### config.mk
export PLATFORM = sky130hd
export DESIGN_NAME = branch_controller
export DESIGN_NICKNAME = d
export VERILOG_FILES = /design/src/rtl/branch_controller.sv
export SDC_FILE = /design/constraint.sdc
export NUM_CORES = 1
export LEC_CHECK = 0
export CELL_PAD_IN_SITES_DETAIL_PLACEMENT = 1
export CELL_PAD_IN_SITES_GLOBAL_PLACEMENT = 1
export CORE_MARGIN = 3
export CORE_UTILIZATION = 25
export DETAILED_ROUTE_END_ITERATION = 12
export PLACE_DENSITY_LB_ADDON = 0.05
export SLEW_MARGIN = 0
export SYNTH_ARGS = -nofsm -noshare
export SYNTH_HDL_FRONTEND = slang
export SYNTH_SLANG_ARGS = --single-unit
### constraint.sdc
create_clock -name clk -period 2.61 [get_ports clk]
set_input_delay 0.3915 -clock clk [delete_from_list [all_inputs] [get_ports clk]]
set_output_delay 0.3915 -clock clk [all_outputs]
set_load 0.1 [all_outputs]
### src/rtl/branch_controller.sv
// -----------------------------------------------------------------------------
// branch_controller
//
// Control-flow decoder that drives the program counter's jump interface.
// It recognises JMP / CALL / RET / JZ in the fetched instruction stream,
// keeps a hardware return-address stack so that CALL/RET can nest, and
// squashes the wrong-path instructions that were already fetched behind a
// taken branch.
//
// Ports:
//   clk          in   system clock, rising edge
//   reset        in   asynchronous, active-low reset
//   instr_valid  in   instr / instr_pc carry a fetched instruction this cycle
//   instr        in   16-bit instruction word (opcode in [15:12])
//   instr_pc     in   address the instruction was fetched from
//   zero_flag    in   ALU zero flag, qualifies JZ
//   jump_enable  out  one-cycle pulse: PC loads jump_address
//   jump_address out  branch target, held between pulses
//   squash       out  current valid beat is wrong-path and must be discarded
//   stack_depth  out  number of live return-address stack entries
//   fault        out  sticky stack overflow / underflow indication
// -----------------------------------------------------------------------------
module branch_controller #(
    parameter int DEPTH        = 8,
    parameter int FLUSH_CYCLES = 2
) (
    input  logic                       clk,
    input  logic                       reset,
    input  logic                       instr_valid,
    input  logic [15:0]                instr,
    input  logic [15:0]                instr_pc,
    input  logic                       zero_flag,
    output logic                       jump_enable,
    output logic [15:0]                jump_address,
    output logic                       squash,
    output logic [$clog2(DEPTH):0]     stack_depth,
    output logic                       fault
);

    localparam int AW = $clog2(DEPTH);          // stack index width
    localparam int DW = AW + 1;                 // depth counter width (0..DEPTH)
    localparam int CW = $clog2(FLUSH_CYCLES + 1);

    localparam logic [DW-1:0] DEPTH_FULL  = DW'(DEPTH);
    localparam logic [CW-1:0] FLUSH_LOAD  = CW'(FLUSH_CYCLES);

    localparam logic [3:0] OP_JMP  = 4'hA;
    localparam logic [3:0] OP_CALL = 4'hB;
    localparam logic [3:0] OP_RET  = 4'hC;
    localparam logic [3:0] OP_JZ   = 4'hD;

    typedef enum logic [1:0] {
        ST_RUN   = 2'd0,
        ST_FLUSH = 2'd1,
        ST_FAULT = 2'd2
    } state_t;

    // ---------------------------------------------------------------------
    // State
    // ---------------------------------------------------------------------
    state_t          r_state;
    state_t          w_state_next;
    logic [CW-1:0]   r_flush_cnt;
    logic [CW-1:0]   w_flush_cnt_next;
    logic [DW-1:0]   r_depth;
    logic [DW-1:0]   w_depth_next;
    logic            r_jump_enable;
    logic [15:0]     r_jump_address;
    logic            r_fault;

    logic [15:0]     r_stack [DEPTH];

    // ---------------------------------------------------------------------
    // Decode helpers
    // ---------------------------------------------------------------------
    logic [3:0]      w_opcode;
    logic [15:0]     w_imm_target;
    logic [15:0]     w_return_addr;
    logic [AW-1:0]   w_push_idx;
    logic [AW-1:0]   w_pop_idx;
    logic            w_push;
    logic            w_taken;
    logic [15:0]     w_target;

    assign w_opcode      = instr[15:12];
    assign w_imm_target  = {4'h0, instr[11:0]};
    // 16-bit add wraps, so a CALL at 16'hFFFF returns to 16'h0000.
    assign w_return_addr = instr_pc + 16'd1;
    // Pointer equals the entry count: push lands on entry[depth], pop reads
    // entry[depth-1]. The full/empty guards keep these indices in range.
    assign w_push_idx    = r_depth[AW-1:0];
    assign w_pop_idx     = r_depth[AW-1:0] - AW'(1);

    // ---------------------------------------------------------------------
    // Next-state / decode
    // ---------------------------------------------------------------------
    always_comb begin
        w_state_next     = r_state;
        w_flush_cnt_next = r_flush_cnt;
        w_depth_next     = r_depth;
        w_push           = 1'b0;
        w_taken          = 1'b0;
        w_target         = w_imm_target;

        case (r_state)
            ST_RUN: begin
                if (instr_valid) begin
                    case (w_opcode)
                        OP_JMP: begin
                            w_taken = 1'b1;
                        end
                        OP_CALL: begin
                            if (r_depth == DEPTH_FULL) begin
                                w_state_next = ST_FAULT;
                            end else begin
                                w_push       = 1'b1;
                                w_depth_next = r_depth + DW'(1);
                                w_taken      = 1'b1;
                            end
                        end
                        OP_RET: begin
                            if (r_depth == '0) begin
                                w_state_next = ST_FAULT;
                            end else begin
                                w_depth_next = r_depth - DW'(1);
                                w_target     = r_stack[w_pop_idx];
                                w_taken      = 1'b1;
                            end
                        end
                        OP_JZ: begin
                            w_taken = zero_flag;
                        end
                        default: begin
                        end
                    endcase

                    if (w_taken) begin
                        w_state_next     = ST_FLUSH;
                        w_flush_cnt_next = FLUSH_LOAD;
                    end
                end
            end

            ST_FLUSH: begin
                // Only real fetch beats consume the flush budget; bubbles
                // carry no wrong-path instruction.
                if (instr_valid) begin
                    if (r_flush_cnt <= CW'(1)) begin
                        w_flush_cnt_next = '0;
                        w_state_next     = ST_RUN;
                    end else begin
                        w_flush_cnt_next = r_flush_cnt - CW'(1);
                    end
                end
            end

            ST_FAULT: begin
                // Terminal until reset: everything is ignored.
            end

            default: begin
                w_state_next = ST_RUN;
            end
        endcase
    end

    // ---------------------------------------------------------------------
    // Registers
    // ---------------------------------------------------------------------
    always_ff @(posedge clk or negedge reset) begin
        if (!reset) begin
            r_state        <= ST_RUN;
            r_flush_cnt    <= '0;
            r_depth        <= '0;
            r_jump_enable  <= 1'b0;
            r_jump_address <= 16'h0000;
            r_fault        <= 1'b0;
        end else begin
            r_state       <= w_state_next;
            r_flush_cnt   <= w_flush_cnt_next;
            r_depth       <= w_depth_next;
            r_jump_enable <= w_taken;
            if (w_taken) begin
                r_jump_address <= w_target;
            end
            if (w_state_next == ST_FAULT) begin
                r_fault <= 1'b1;
            end
        end
    end

    // Stack storage has no reset: contents are meaningless until pushed.
    always_ff @(posedge clk) begin
        if (w_push) begin
            r_stack[w_push_idx] <= w_return_addr;
        end
    end

    // ---------------------------------------------------------------------
    // Outputs
    // ---------------------------------------------------------------------
    assign jump_enable  = r_jump_enable;
    assign jump_address = r_jump_address;
    assign stack_depth  = r_depth;
    assign fault        = r_fault;
    // Squash follows the live valid beat so the consumer can drop it in the
    // same cycle it is presented.
    assign squash       = (r_state == ST_FLUSH) && instr_valid;

endmodule
Word-level counts from Yosys, hierarchy flattened
Memory sizes are Yosys's and may differ from the RTL's.
Cells that the tools add are included.

word-level totals
  bits in writable memories = 128
  output and inout bits = 23
  input bits = 36
  memories = 1
  register bits = 26

cells by class
  multiplexer cells = 32
  equal/unequal tests = 13
  add/sub/neg operators = 5
  reductions and logical operators = 7
  order comparisons = 1

memory list
  memory   depth  bits a word  rd ports  clocked after Yosys merged registers in  wr ports  RTL line  source
  r_stack  8      16           1         0                                        1         71        logic [15:0] r_stack [DEPTH];

operator list
  kind                                                            count
  2-to-1 mux 16 bit                                               4
  == test 4 bit, second input constant                            5
  2-to-1 mux 2 bit                                                10
  adder 16 x 1 -> 16 bit, second input constant                   1
  2-to-1 mux 1 bit                                                11
  inequality test 2 bit, second input constant                    5
  2-to-1 mux 4 bit                                                2
  one-hot mux 2 bit (2 select lines)                              2
  one-hot mux 4 bit (2 select lines)                              1
  one-hot mux 2 bit (3 select lines)                              1
  AND reduction 5 bit                                             1
  adder 4 x 1 -> 4 bit, second input constant                     1
  == test 2 bit, second input constant                            2
  zero test 4 bit                                                 1
  one-hot mux 1 bit (4 select lines)                              1
  AND reduction 4 bit                                             1
  nonzero test 2 bit                                              2
  subtractor 4 x 1 -> 4 bit, second input constant                1
  subtractor 3 x 1 -> 3 bit, second input constant                1
  == test 2 x 1 -> 1 bit, second input constant                   1
  less-or-equal comparator 2 x 1 -> 1 bit, second input constant  1
  zero test 2 bit                                                 1
  subtractor 2 x 1 -> 2 bit, second input constant                1
  logical AND 1 bit                                               1

Longest topological paths before layout
  depth in word-level cells = 9
  mapped depth = 11

Least setup slack after synthesis
OpenSTA, ideal clock, no wires.

  path kind = register -> register
  from = reg r_depth[0], in the netlist stack_depth[0]
  to = mem r_stack[1][0], enable pin
  buffers on the path = 2
  setup time = 0.409 ns
  data arrival time = 3.230 ns
  required time = 2.201 ns
  cell stages (with the launch flop) = 8
  slack = -1.029 ns
  cell sequence = dfrtp_1 > buf_4 > inv_2 > buf_2 > ha_1 > nand3b_1 > nand4_1 > nor3_1

between the ends
  word-level cells in the longest chain between the ends = 7

ends and longest elaborated chain
  what                                    RTL line  source
  start, declared                         65        logic [DW-1:0] r_depth;
  start signal, assigned                  181       r_depth <= w_depth_next;
  == test 4 bit                           113       if (r_depth == DEPTH_FULL) begin
  2-to-1 mux 1 bit                        113
  2-to-1 mux 1 bit                        108       case (w_opcode)
  2-to-1 mux 1 bit                        107       if (instr_valid) begin
  2-to-1 mux 1 bit                        105       case (r_state)
  2-to-1 mux 1 bit                        194       if (w_push) begin
  2-to-1 mux 1 bit (not written as such)  195       r_stack[w_push_idx] <= w_return_addr;
  end, declared                           71

Parallel ways exist; a longest one is shown, timed or not.

Worst setup path after layout
  from = reg r_depth[1], in the netlist stack_depth[1]
  to = reg r_jump_address[7], in the netlist jump_address[7]

between the ends
  word-level cells in the longest chain between the ends = 7
  elaborated cells on any way between the ends = 15
  those cells by class = add/sub (1); eq/ne (1); mux (11); reduce/logical (1); memory (1)

ends and longest elaborated chain
  what                                                         RTL line  source
  branches (longest 7 deep; another with memory (8 x 16 bit))  --
  end signal, assigned                                         184       r_jump_address <= w_target;
  end, declared                                                68        logic [15:0] r_jump_address;

Parallel ways; which one is timed is not known. The select of a mux whose other input is x is not followed.
A chain may end at the register's enable or synchronous reset.

==> flow_metrics.py <==
metrics = {
    "sta": {
        "clock_skew_ns": 0.00865,
        "period_needed_ns": 2.36,
        "final-setup-viol-count": 0,
        "tns_ns": 0,
        "grt_setup_unrepaired": "no",
        "slew_headroom_pct": 59.4,
        "worst_pin_slew_ns": 0.604,
        "report.final.slew_viol_count": 0,
        "clock.fmax_mhz": 424,
        "holdWs_ns": 0.351,
        "period_share_pct": 90.4,
        "final_hold_viol_count": 0,
    },
    "hold_path": {
        "hold_class": "in2async",
    },
    "setup_path": {
        "cp_top_family": "simple AND/OR/NAND/NOR gates",
        "cpMaxStageDelayCell": "dfrtp_4",
        "crit_start": "stack_depth[1]$_DFFE_PN0P_",
        "critPathRequiredTime_ns": 2.92,
        "worstSetupEndpoint": "jump_address[7]$_DFFE_PN0P_",
        "worst_setup_path_end_kind": "register",
        "slowest_delay_ns": 0.47,
        "reg2reg_to": "jump_address[7]$_DFFE_PN0P_",
        "startpoint_type": "register",
        "crit_cells": 7,
        "crit_chain": "inv_1 > ha_2 > or3b_1 > and2_4 > o21ai_4 > inv_2 > o22a_1",
        "worst_r2r_path_depth": 7,
        "r2r_slack_ns": 0.25,
        "cp_max_fo": 12,
        "r2r_start": "stack_depth[1]$_DFFE_PN0P_",
        "arrival_ns": 2.67,
        "critPathBufInv": 2,
        "path_class": "reg2reg",
    },
    "finish": {
        "final_nets": 507,
        "layoutNonFillerInstCount": 811,
        "final_util_pct": 33.1,
        "drive_above_1_share_pct": 27.0,
        "diodes": 0,
        "synthToLayoutAreaGrowth_pct": 28.8,
    },
    "power_and_ir_drop": {
        "p_sw_mw": 3.95,
        "combPwrFrac_pct": 43.0,
        "p_leak_nw": 3.00,
        "power.total_mw": 9.86,
        "swShare_pct": 40.0,
        "ir_worst_vdd_v": 0.000783,
        "clkPwrFrac_pct": 26.3,
        "p_int_mw": 5.92,
        "seqPwrFrac_pct": 30.7,
        "power.density_nw_per_um2": 1170,
    },
    "logic_synthesis": {
        "synthFlopType": "edfxtp_1",
        "netlist_area_um2": 6530,
        "synth_xor_xnor_area_share_pct": 2.55,
        "netlist-cell-type-count": 46,
        "synth_edf_count": 128,
        "synth-compound-area-share_pct": 5.10,
        "ys_seq_area_share_pct": 68.9,
        "yosys-top-cells-count": "edfxtp_1 (128), mux2i_1 (51), dfrtp_1 (26)",
        "synth-adder-area-share_pct": 0.575,
        "syn_inst": 375,
        "yosysMostFrequentCell": "edfxtp_1",
        "synthMuxAreaShare_pct": 15.2,
        "ys_ff_latch": 154,
        "avgSynthCellArea_um2": 17.4,
        "yosys_warnings": 0,
        "synth_top_area_share_pct": 58.9,
        "synthSimpleGateAreaFrac_pct": 5.46,
        "yosysTopAreaCell": "edfxtp_1",
        "synth_area_leaders": "edfxtp_1 (59%), dfrtp_1 (10%), mux2i_1 (7.8%)",
        "synth_nets": 414,
        "async_flop_share_pct": 16.9,
        "synth_top_family_by_area": "multiplexers",
    },
    "detailed_routing": {
        "wire_per_inst_um": 21.0,
        "drt_iter0_markers": 223,
        "vias": 3667,
        "drt-total-wl_mm": 17.0,
        "first_pass_iters": 4,
        "drc": 0,
        "post_drt_via_cell_ratio": 4.52,
        "ant_nets": 0,
    },
    "cts": {
        "cts_tree": "built",
        "clk_latency_ns": 0.42,
        "cts_buffers": 17,
        "cts.htree.levels": 4,
        "ctsResizeCount": 0,
        "clk_root_buffer_cell": "clkbuf_16",
        "cts_max_path_buffers": 2,
        "clkSlewWorstSetupHoldPaths_ns": 0.07,
        "numClockSinks": 154,
        "cts.hold.buffers_added": 0,
        "post_cts_buffers": 0,
    },
    "place": {
        "place_inst": 779,
        "gp_congestion": 0.698,
        "io_buffers": 58,
        "dpl.hpwl_mm": 11.1,
    },
    "floorplan": {
        "die_h_um": 168,
        "chipWidth_um": 168,
        "io_pins": 59,
        "core_um2": 25400,
        "die_area_um2": 28100,
        "rows": 58,
        "initial_core_util_pct": 25.7,
    },
    "global_routing": {
        "grt_pass1_wl_mm": 26.0,
        "grt_max_degree": 27,
        "grt_pass1_vias": 3997,
        "track_usage_pct": 12.6,
        "gr-total-overflow": 0,
        "grt_antenna_before_repair": 0,
    },
    "run": {
        "maxCapViolations": 0,
    },
    "status": {
        "outcome": "finished clean",
    },
}
through the flow:
step / area [um2] / setup WS [ns]
after floorplan: 6600 / 0.00801
after global placement: 7780 / 0.129
after detailed placement: 7780 / 0.0423
after CTS: 8410 / 0.202
after global routing: 8410 / 0.106
final: 8410 / 0.250
worst reg2reg max path, stage by stage, from the launching register on:
cell and delay (ns):
dfrtp_4 0.47, inv_1 0.15, ha_2 0.29, or3b_1 0.41
and2_4 0.20, o21ai_4 0.31, inv_2 0.19, o22a_1 0.23
worst min-delay path by stage:
| stage | from | cells after the start | end | slack, ns |
|---|---|---|---|---|
| after floorplan | reset | 0 | fault$_DFFE_PN0N_ | 0.1 |
| after global placement | fault$_DFFE_PN0N_ | 1 | fault$_DFFE_PN0N_ | 0.46 |
| after detailed placement | jump_address[11]$_DFFE_PN0P_ | 1 | jump_address[11]$_DFFE_PN0P_ | 0.47 |
| after CTS | reset | 2 | jump_address[2]$_DFFE_PN0P_ | 0.35 |
| after global routing | reset | 2 | jump_address[10]$_DFFE_PN0P_ | 0.38 |
| final | reset | 2 | jump_address[4]$_DFFE_PN0P_ | 0.35 |
cells by family after synthesis:
logic type / Yosys count
multiplexers: 73
adder cells (fa/ha/maj): 3
XOR/XNOR: 19
AND/OR/NAND/NOR: 63
buffers and inverters: 23
AO/OA/AOI/OAI: 40
flip-flops: 154
per-layer routing:
metal  global-route usage (%)  vias up  part of all wire [%]
met5                        0        -                     0
met4                     3.88        0                   1.5
met3                     3.05       17                   3.3
met2                     20.4       68                    48
met1                     16.7     1897                    47
li1                         -     1685                     -
power groups by stage:
stage / registers [mW] / clock network, mW / logic (mW)
6_report: 3.03 / 2.59 / 4.24
5_1_grt: 3.06 / 2.77 / 4.52
4_1_cts: 3.03 / 2.67 / 4.33
3_5_place_dp: 3.09 / 0 / 4.32
3_3_place_gp: 3.08 / 0 / 4.31
2_1_floorplan: 4.13 / 0 / 2.17
sequential cells by signal (all words and copies together) (netlist names):
register,count
r_stack,128
jump_address,16
fault,1
r_state,2
jump_enable,1
stack_depth,4
r_flush_cnt,2
placed cells by master (no fill, tap or decap), types with 3 or more instances in the layout:
cell type,count
edfxtp_1,128
mux2i_1,51
buf_4,45
clkdlybuf4s50_1,35
dfrtp_1,23
mux4_2,21
clkbuf_16,17
xnor2_1,12
nand2_1,11
a2bb2oi_1,11
o22a_1,11
buf_12,11
nand3_1,7
xor2_1,6
nor2_1,6
nor2_2,6
and3_1,5
inv_6,5
inv_1,4
nand4_1,4
nor3_1,4
o2bb2ai_1,4
inv_8,4
nand4b_1,3
nor2b_1,3
o21ai_0,3
final cells by class:
type	count	area [um2]
fillers	2592	17000
flip-flops and latches	154	4500
multi-input cells	198	1940
repair buffers	91	908
clock buffers	17	425
well taps	330	413
clock inverters	15	199
inverters	6	22.5
(Power assumes the default switching activity.)
